==> src/rtl/line_mem_arbiter.sv <==
// line_mem_arbiter: round-robin line-burst arbiter onto one main-memory word port; define MEM_ARB_FIXED_PRIO_EN for fixed priority
module line_mem_arbiter #(
  parameter int NUM_PORTS = 2,
  parameter int WORD_SIZE = 32,
  parameter int WORDS_PER_LINE = 4,
  parameter int ADDR_BITS = 32,
  localparam int BW = $clog2(WORDS_PER_LINE),
  localparam int PW = NUM_PORTS > 1 ? $clog2(NUM_PORTS) : 1
) (
  input  logic                           MEM_CLK,
  input  logic                           RST,
  input  logic [NUM_PORTS-1:0]           req,
  input  logic [NUM_PORTS-1:0]           we,
  input  logic [NUM_PORTS*ADDR_BITS-1:0] addr,
  input  logic [NUM_PORTS*WORD_SIZE-1:0] wdata,
  output logic [NUM_PORTS-1:0]           gnt,
  output logic [NUM_PORTS-1:0]           beat,
  output logic [BW-1:0]                  beat_idx,
  output logic [WORD_SIZE-1:0]           rdata,
  output logic [NUM_PORTS-1:0]           done,
  output logic                           mm_re,
  output logic                           mm_we,
  output logic [ADDR_BITS-3:0]           mm_addr,
  output logic [WORD_SIZE-1:0]           mm_wdata,
  input  logic [WORD_SIZE-1:0]           mm_rdata,
  input  logic                           mm_valid
);
  localparam logic [1:0] IDLE = 2'd0, BUSY = 2'd1, DONE = 2'd2;
  localparam int LW = ADDR_BITS - 2 - BW;
  logic [1:0] state;
  logic [PW-1:0] g, win, idx;
  logic we_l, busy;
  logic [LW-1:0] base;
  logic [BW-1:0] cnt;
  logic [NUM_PORTS-1:0] sel;
  logic [NUM_PORTS*ADDR_BITS-1:0] unused_addr;
  assign unused_addr = addr;
`ifndef MEM_ARB_FIXED_PRIO_EN
  logic [PW-1:0] rr;
`endif
  // pick the winner; walking downward lets the nearest requester overwrite farther ones
  always_comb begin
    win = '0;
    idx = '0;
    for (int k = NUM_PORTS - 1; k >= 0; k--) begin
`ifdef MEM_ARB_FIXED_PRIO_EN
      idx = PW'(k);
`else
      idx = PW'((int'(rr) + k) % NUM_PORTS);
`endif
      if (req[idx]) win = idx;
    end
  end
  // burst sequencer: latch grant context, count beats, pulse done
  always_ff @(posedge MEM_CLK) begin
    if (RST) begin
      state <= IDLE;
      g <= '0;
      we_l <= 1'b0;
      base <= '0;
      cnt <= '0;
      rdata <= '0;
`ifndef MEM_ARB_FIXED_PRIO_EN
      rr <= '0;
`endif
    end else begin
      case (state)
        IDLE: if (|req) begin
          state <= BUSY;
          g <= win;
          we_l <= we[win];
          base <= addr[win*ADDR_BITS+BW+2 +: LW];
        end
        BUSY: if (mm_valid) begin
          cnt <= cnt + 1'b1;
          if (!we_l) rdata <= mm_rdata;
          if (&cnt) state <= DONE;
        end
        DONE: begin
          state <= IDLE;
`ifndef MEM_ARB_FIXED_PRIO_EN
          rr <= PW'((int'(g) + 1) % NUM_PORTS);
`endif
        end
        default: state <= IDLE;
      endcase
    end
  end
  // outputs decode from the registered state so grant lands one cycle after request
  always_comb begin
    busy = state == BUSY;
    sel = NUM_PORTS'(1) << g;
    gnt = busy ? sel : '0;
    beat = busy && mm_valid ? sel : '0;
    done = state == DONE ? sel : '0;
    mm_re = busy & ~we_l;
    mm_we = busy & we_l;
    beat_idx = busy ? cnt : '0;
    mm_addr = busy ? {base, cnt} : '0;
    mm_wdata = busy ? wdata[g*WORD_SIZE +: WORD_SIZE] : '0;
  end
endmodule
==> config.mk <==
export PLATFORM = sky130hd
export DESIGN_NAME = line_mem_arbiter
export DESIGN_NICKNAME = d
export VERILOG_FILES = /design/src/rtl/line_mem_arbiter.sv
export SDC_FILE = /design/constraint.sdc
export NUM_CORES = 1
export LEC_CHECK = 0
export CORE_ASPECT_RATIO = 1.2
export CORE_MARGIN = 8
export CORE_UTILIZATION = 37
export CTS_CLUSTER_SIZE = 12
export DETAILED_ROUTE_END_ITERATION = 10
export GPL_ROUTABILITY_DRIVEN = 0
export PLACE_DENSITY = 0.87
export REMOVE_ABC_BUFFERS = 1
export SYNTH_ARGS = -nofsm -noshare
export SYNTH_HDL_FRONTEND = slang
export SYNTH_SLANG_ARGS = --single-unit
==> constraint.sdc <==
create_clock -name MEM_CLK -period 3.1 [get_ports MEM_CLK]
set_clock_uncertainty 0.15 [all_clocks]
set_input_delay 0.465 -clock MEM_CLK [delete_from_list [all_inputs] [get_ports MEM_CLK]]
set_output_delay 0.465 -clock MEM_CLK [all_outputs]
set_load 0.02 [all_outputs]
==> Word-level counts from Yosys, hierarchy flattened <==
Index checks and enable logic that the tools add are counted.
{ "word_totals": {"register_bits": 67, "input_bits": 167, "output_inout_bits": 104, "elab_cells": 52} }
{ "op_classes": {"add_sub_neg": 5, "order_cmp": 3, "n_eq_ne": 5, "shifts": 3, "n_mux": 18, "bitwise": 3, "n_reduce_logical": 8} }
{ "op_table": {"columns": ["cell", "n"], "rows": [
  ["64-bit by 7-bit indexed part select with 32-bit output", 1],
  ["64-bit by 9-bit indexed part select with 28-bit output", 1],
  ["32-bit two-way mux", 1],
  ["30-bit two-way mux", 1],
  ["2-bit two-way mux", 7],
  ["7-bit by 2-bit adder with 8-bit output, second input constant", 1],
  ["1-bit two-way mux", 8],
  ["6-bit by 2-bit adder with 7-bit output, second input constant", 1],
  ["1-bit by 2-bit < comparator with 1-bit output, second input constant", 3],
  ["2-bit AND reduction", 3],
  ["3-bit AND reduction", 2],
  ["2-bit inequality test, second input constant", 2],
  ["2-bit one-hot mux with 2 select lines", 1],
  ["1-bit adder, second input constant", 2],
  ["2-bit by 1-bit adder with 2-bit output, second input constant", 1],
  ["1-bit bitwise AND", 2],
  ["2-bit by 1-bit equality test with 1-bit output, second input constant", 1],
  ["2-bit equality test, second input constant", 1],
  ["2-bit zero test", 1],
  ["2-bit by 1-bit inequality test with 1-bit output, second input constant", 1],
  ["2-bit OR reduction", 1],
  ["1-bit by 1-bit left shift with 2-bit output, first input constant", 1],
  ["1-bit logical AND", 1],
  ["1-bit NOT", 1]
]} }

==> Longest topological paths before layout <==
{ "logic_depth": {"depth_word": 8, "ltp_mapped": 6, "ltp_nobuf": 4} }

==> Worst setup path before layout <==
No wires, ideal clock.
{ "synth_path": {"path_kind": "register to output", "from": "register state[0]", "to": "output port mm_addr[1]", "arrival_ns": 1.409, "required_ns": 2.485, "slack_ns": 1.076, "stages_incl_launch_ff": 5, "n_path_buf": 2, "cell_sequence": "dfxtp_1 nor2b_1 clkbuf_1 and2_1 buf_4"} }
{ "synth_via": {"elab_chain_len": 2} }
{ "synth_lines": {"columns": ["item", "line", "text"], "rows": [
  ["start: declaration", "30", "logic [1:0] state;"],
  ["start signal: assignment", "57", "state <= IDLE;"],
  ["start signal: assignment", "69", "state <= BUSY;"],
  ["start signal: assignment", "77", "if (&cnt) state <= DONE;"],
  ["2-bit by 1-bit equality test with 1-bit output", "91", "busy = state == BUSY;"],
  ["30-bit two-way mux", "99", "mm_addr = busy ? {base, cnt} : '0;"],
  ["end: declaration", "23", "output logic [ADDR_BITS-3:0] mm_addr,"]
]} }
No other way between the ends.

==> Final worst setup path <==
{ "layout_path": {"from": "register state[0]", "to": "output port beat_idx[0]"} }
{ "layout_via": {"elab_chain_len": 2} }
{ "layout_lines": {"columns": ["item", "line", "text"], "rows": [
  ["2-bit by 1-bit equality test with 1-bit output", "91", null],
  ["2-bit two-way mux", "98", "beat_idx = busy ? cnt : '0;"],
  ["end: declaration", "18", "output logic [BW-1:0] beat_idx,"]
]} }
No other way between the ends.

==> flow_summary.ini <==
[routing]
drt_iter0_drc = 229
routed_wl_um = 14570
first_pass_iters = 4
via_count = 4194
via_per_inst = 5.108
wl_met2_um = 7218
wl_met3_um = 1214
highest_layer = met4
postRouteAntennaNets = 0
drc_errors = 0
wire_per_inst_um = 17.75
drt-met1-wl_um = 5920

[global_routing]
grt_pass1_vias = 4371
grt_first_pass_wirelength_um = 22490
antenna_found_initial = 0
globalRouteTotalUtil_pct = 21.14
grt_overflow = 0
grt_max_degree = 40

[worst_hold_path]
hold_end = rdata[27]
min_path_type = reg -> reg
min_from = rdata[27]
hold_depth = 2

[logic_synthesis]
synth.most_common_cell = dfxtp_1
synthFlopType = dfxtp_1
synthArstFlopShare_pct = 0
yosys.area.top_type = dfxtp_1
ys_warn_count = 0
synth_area_leaders = dfxtp_1 38%, a21oi_1 9.0%, mux2i_1 9.0%, nand2_1 7.0%, and2_1 5.8%
synth_top_area_share_pct = 37.67
syn_area_per_cell_um2 = 7.775
synth_cell_types = 30
ys_ff_latch = 67
yosysSeqAreaShare_pct = 37.67
postSynthCellCount = 458
syn_area_um2 = 3561
synth_common_cells = 67 x dfxtp_1, 66 x nand2_1, 64 x a21oi_1
synth_edf_count = 0

[setup_path]
r2r_slack_ns = 1.01
worst-path-max-fanout = 19
critPathLaunchType = flop
cp-end-kind = output pin
r2r_start = state[1]
rr_endpoint = base[20]
cp.arrival_ns = 2.04
r2r_cells = 3
path_class = reg -> out
required_ns = 2.48

[timing]
hold_violations = 0
min_period_ns = 2.657
timing.setup.tns_ns = 0
slew-limit-headroom_pct = 15.37
maxSlewViolCount = 0
worstMarginPinSlew_ns = 1.269
finalSetupViolCount = 0
period_share_pct = 85.69
rsz0062_at_grt = no
worst_slack_ns = 0.4435
max_freq_mhz = 376.4

[cells_and_area]
final_nets = 861
num_antenna_cells = 0
seq_area_um2 = 1343
fillCellCount = 738
drive_gt1_share_pct = 6.160
area_delta_synth_final_pct = 82.82
multi_input_area_um2 = 1991

[cts]
cts_buffers = 9
cts_setup_buffers = 0
cts_hold_buf = 0
root_buffer = clkbuf_16
cts.htree.levels = 3
cts_tree = done
insertion_delay_ns = 0.31
clock_path_buffers = 2
post_cts_resized = 0
cts.sinks = 67
clk_pin_slew_ns = 0.05

[die]
fp.dieW_um = 105.6
start_util_pct = 37.62
die_area_um2 = 13030
core-area_um2 = 9467
fp-row-count = 39
io_pins = 271
dieHeight_um = 123.5

[place]
place_ws_ns = 0.3748
dp_hpwl_um = 11410
port_buffers = 262

[run_status]
status = finished clean

[job]
drv_cap = 0

[power_and_ir_drop]
p_per_area_nw_per_um2 = 416.6
p_total_w = 0.002712
vdd_drop_max_mv = 0.3232
leakagePower_nw = 2.298
-- per-stage QoR --
step | utilization (%) | hold WS, ns | std cells | area (um2)
4_1_cts | 68.77 | 0.3039 | 821 | 6510
6_report | 68.77 | 0.3046 | 821 | 6510
3_3_place_gp | 65.65 | 0.2908 | 805 | 6215
2_1_floorplan | - | 0.2924 | 408 | 3334
3_5_place_dp | 65.65 | 0.2966 | 805 | 6215
5_1_grt | 68.77 | 0.3221 | 821 | 6510
-- logic make-up after synthesis --
logic type,synth area share (%)
flip-flops,37.67
XOR/XNOR,0.2460
AND/OR/NAND/NOR,23.72
multiplexers,8.995
buffers and inverters,6.571
AO/OA/AOI/OAI,22.45
adder cells (fa/ha/maj),0.3513
-- layout by cell type, fill, tap and decap left out, types with 3 or more instances in the layout --
cell,count
clkdlybuf4s50_1,261
nand2_1,66
dfxtp_1,66
a21oi_1,64
nor2_1,37
and2_1,33
mux2i_1,32
nand3_1,31
o21ai_0,28
a311oi_1,19
buf_4,11
a311oi_2,10
clkbuf_16,9
clkinv_2,3
-- layer usage --
metal	vias to the layer above	GRT usage (%)
li1	2062	-
met1	1930	24.35
met2	182	36.64
met3	20	6.934
met4	0	6.344
met5	-	0
-- sequential cells by signal, indices dropped and copies added (netlist names) --
signal and count:
we_l 1, rdata 32, base 28, rr 1, cnt 2, state 2
g 1
-- layout make-up --
cell class	count	area share, %
sequential	67	20.62
multi-input combinational	339	30.58
clock buffer	11	3.729
inverter	2	0.1153
tap	123	2.364
clock inverter	5	0.8072
timing repair buffer	274	41.78
-- critical path: stages (launching register included) --
cell             delay, ns
dfxtp_1               0.47
nor2b_2               0.21
buf_4                 0.22
and2_1                0.20
clkdlybuf4s50_1       0.63
-- worst max-delay path by stage --
stage / startpoint / endpoint / slack, ns / cells after the start
final: state[0] / beat_idx[0] / 0.44 / 4
after detailed placement: req[1] / base[26] / 0.37 / 4
after CTS: state[0] / beat_idx[0] / 0.41 / 4
after floorplan: state[1] / base[0] / 0.39 / 3
after global placement: req[1] / base[5] / 0.43 / 4
after global routing: state[0] / mm_addr[0] / 0.30 / 4
-- power breakdown --
group / total (W) / internal, W / switching [W]
Sequential: 0.000957 / 0.000924 / 0.0000332
Combinational: 0.000773 / 0.000412 / 0.000360
Clock: 0.000982 / 0.000640 / 0.000343
No activity file was read; power rests on OpenSTA's default activity.
==> RTL edit: new RTL, config.mk and constraints unchanged <==
Set the parameter `WORDS_PER_LINE` to 2 (it was 4).
--- a/src/rtl/line_mem_arbiter.sv
+++ b/src/rtl/line_mem_arbiter.sv
@@ -3,5 +3,5 @@
   parameter int NUM_PORTS = 2,
   parameter int WORD_SIZE = 32,
-  parameter int WORDS_PER_LINE = 4,
+  parameter int WORDS_PER_LINE = 2,
   parameter int ADDR_BITS = 32,
   localparam int BW = $clog2(WORDS_PER_LINE),
Ports: changed (resized beat_idx); port bits go from 271 to 270. No check against the original RTL was run, so the function may have changed too.
==> RTL edit against the unedited design <==
  * Worst setup slack worse by 0.091 ns
  * Routed wire length rose by 1.7%
  * Clock power rose by 13%
  * Design area about the same
  * Synthesized area fell by 1.2%
  * Total power increased by 6.6%
  * Sequential power grew 1%
  * Sequential cell count is the same
==> RTL edit: results (changes against the unedited design) <==
Routing
  • First drt pass iteration count: 5 (+1)
  • Via/cell ratio: 5.18 (+1.5%)
  • Initial DRC count: 170 (-26%)
  • Avg WL per Cell: 18.0 um (+1.2%)
  • Metal-1 WL: 5470 um (-7.7%)
  • Total wire length: 14800 um (+1.7%)
  • Metal2 WL: 7860 um (+8.9%)
  • DR WL met3: 1030 um (-15%)

Synthesis
  • Syn Inst Count: 459 (+0.22%)
  • Post-synthesis sequential area ratio: 0.381 (+0.00442)

Status
  • Outcome: finished clean

Power
  • Max IR drop VDD: 0.000275 V (-15%)
  • Combinational power share: 0.279 (-0.006)
  • Tot Pwr: 2.89 mW (+6.6%)
  • Clock Power: 1.11 mW (+13%)
  • Switch share: 0.281 (+0.00992)

GRT
  • First-pass GRT wire length: 22300 um (-0.86%)
  • GR Util met2: 0.386 (+0.0198)
  • Routing usage on met1: 0.223 (-0.0210)
  • Gr usage total: 0.212 (about the same)
  • Largest net degree at the start of global routing: 36 (-10%)
  • Vias in the first global route: 4317 (-1.2%)
  • Met3 Use GR: 0.0614 (-0.00789)

Place
  • Port bufs: 263 (+0.38%)
  • Dpl ws: 0.565 ns (+0.191 ns)
  • HPWL after detailed placement: 11500 um (+1.2%)
  • Area after DPL: 0.00618 mm2 (-0.54%)

Layout
  • Top Registers: rdata: 32 flops, base: 29 flops, state: 2 flops
  • Layout cell share with drive strength beyond 1: 0.0541 (-0.00747)

Setup path
  • CP max stage delay: 0.68 ns (+0.05 ns)
  • Largest fanout on the critical path: 22 (+3)
[RTL edit: final cells by class]
type / count / area [um2]
fill: 768 / 2860
timing repair buffer: 278 / 2740
multi-input combinational: 339 / 1940
sequential: 67 / 1340
clock buffer: 9 / 225
tap: 123 / 154
clock inverter: 7 / 105
inverter: 2 / 7.51
[RTL edit: worst max-delay path: cells and delay by family, from the launching register on]
family | cells | cell delay, ns
flops | 1 | 0.68
buf+inv | 2 | 0.87
mux | 1 | 0.19
simple gates | 1 | 0.05
[RTL edit: cells by family after synthesis]
logic type	Yosys count	synth area share
compound gates	126	0.215
mux	32	0.0910
buf+inv	53	0.0693
flops	67	0.381
xor+xnor	1	0.00249
simple gates	180	0.241
[RTL edit: final timing paths]
path / endpoint / depth (start not counted) / from / slack (ns)
setup / recovery: mm_wdata[29] / 4 / g / 0.35
hold / removal: rdata[8] / 2 / rdata[8] / 0.31
setup reg to reg: base[20] / 4 / state[1] / 1.16
hold reg to reg: rdata[8] / 2 / rdata[8] / 0.31
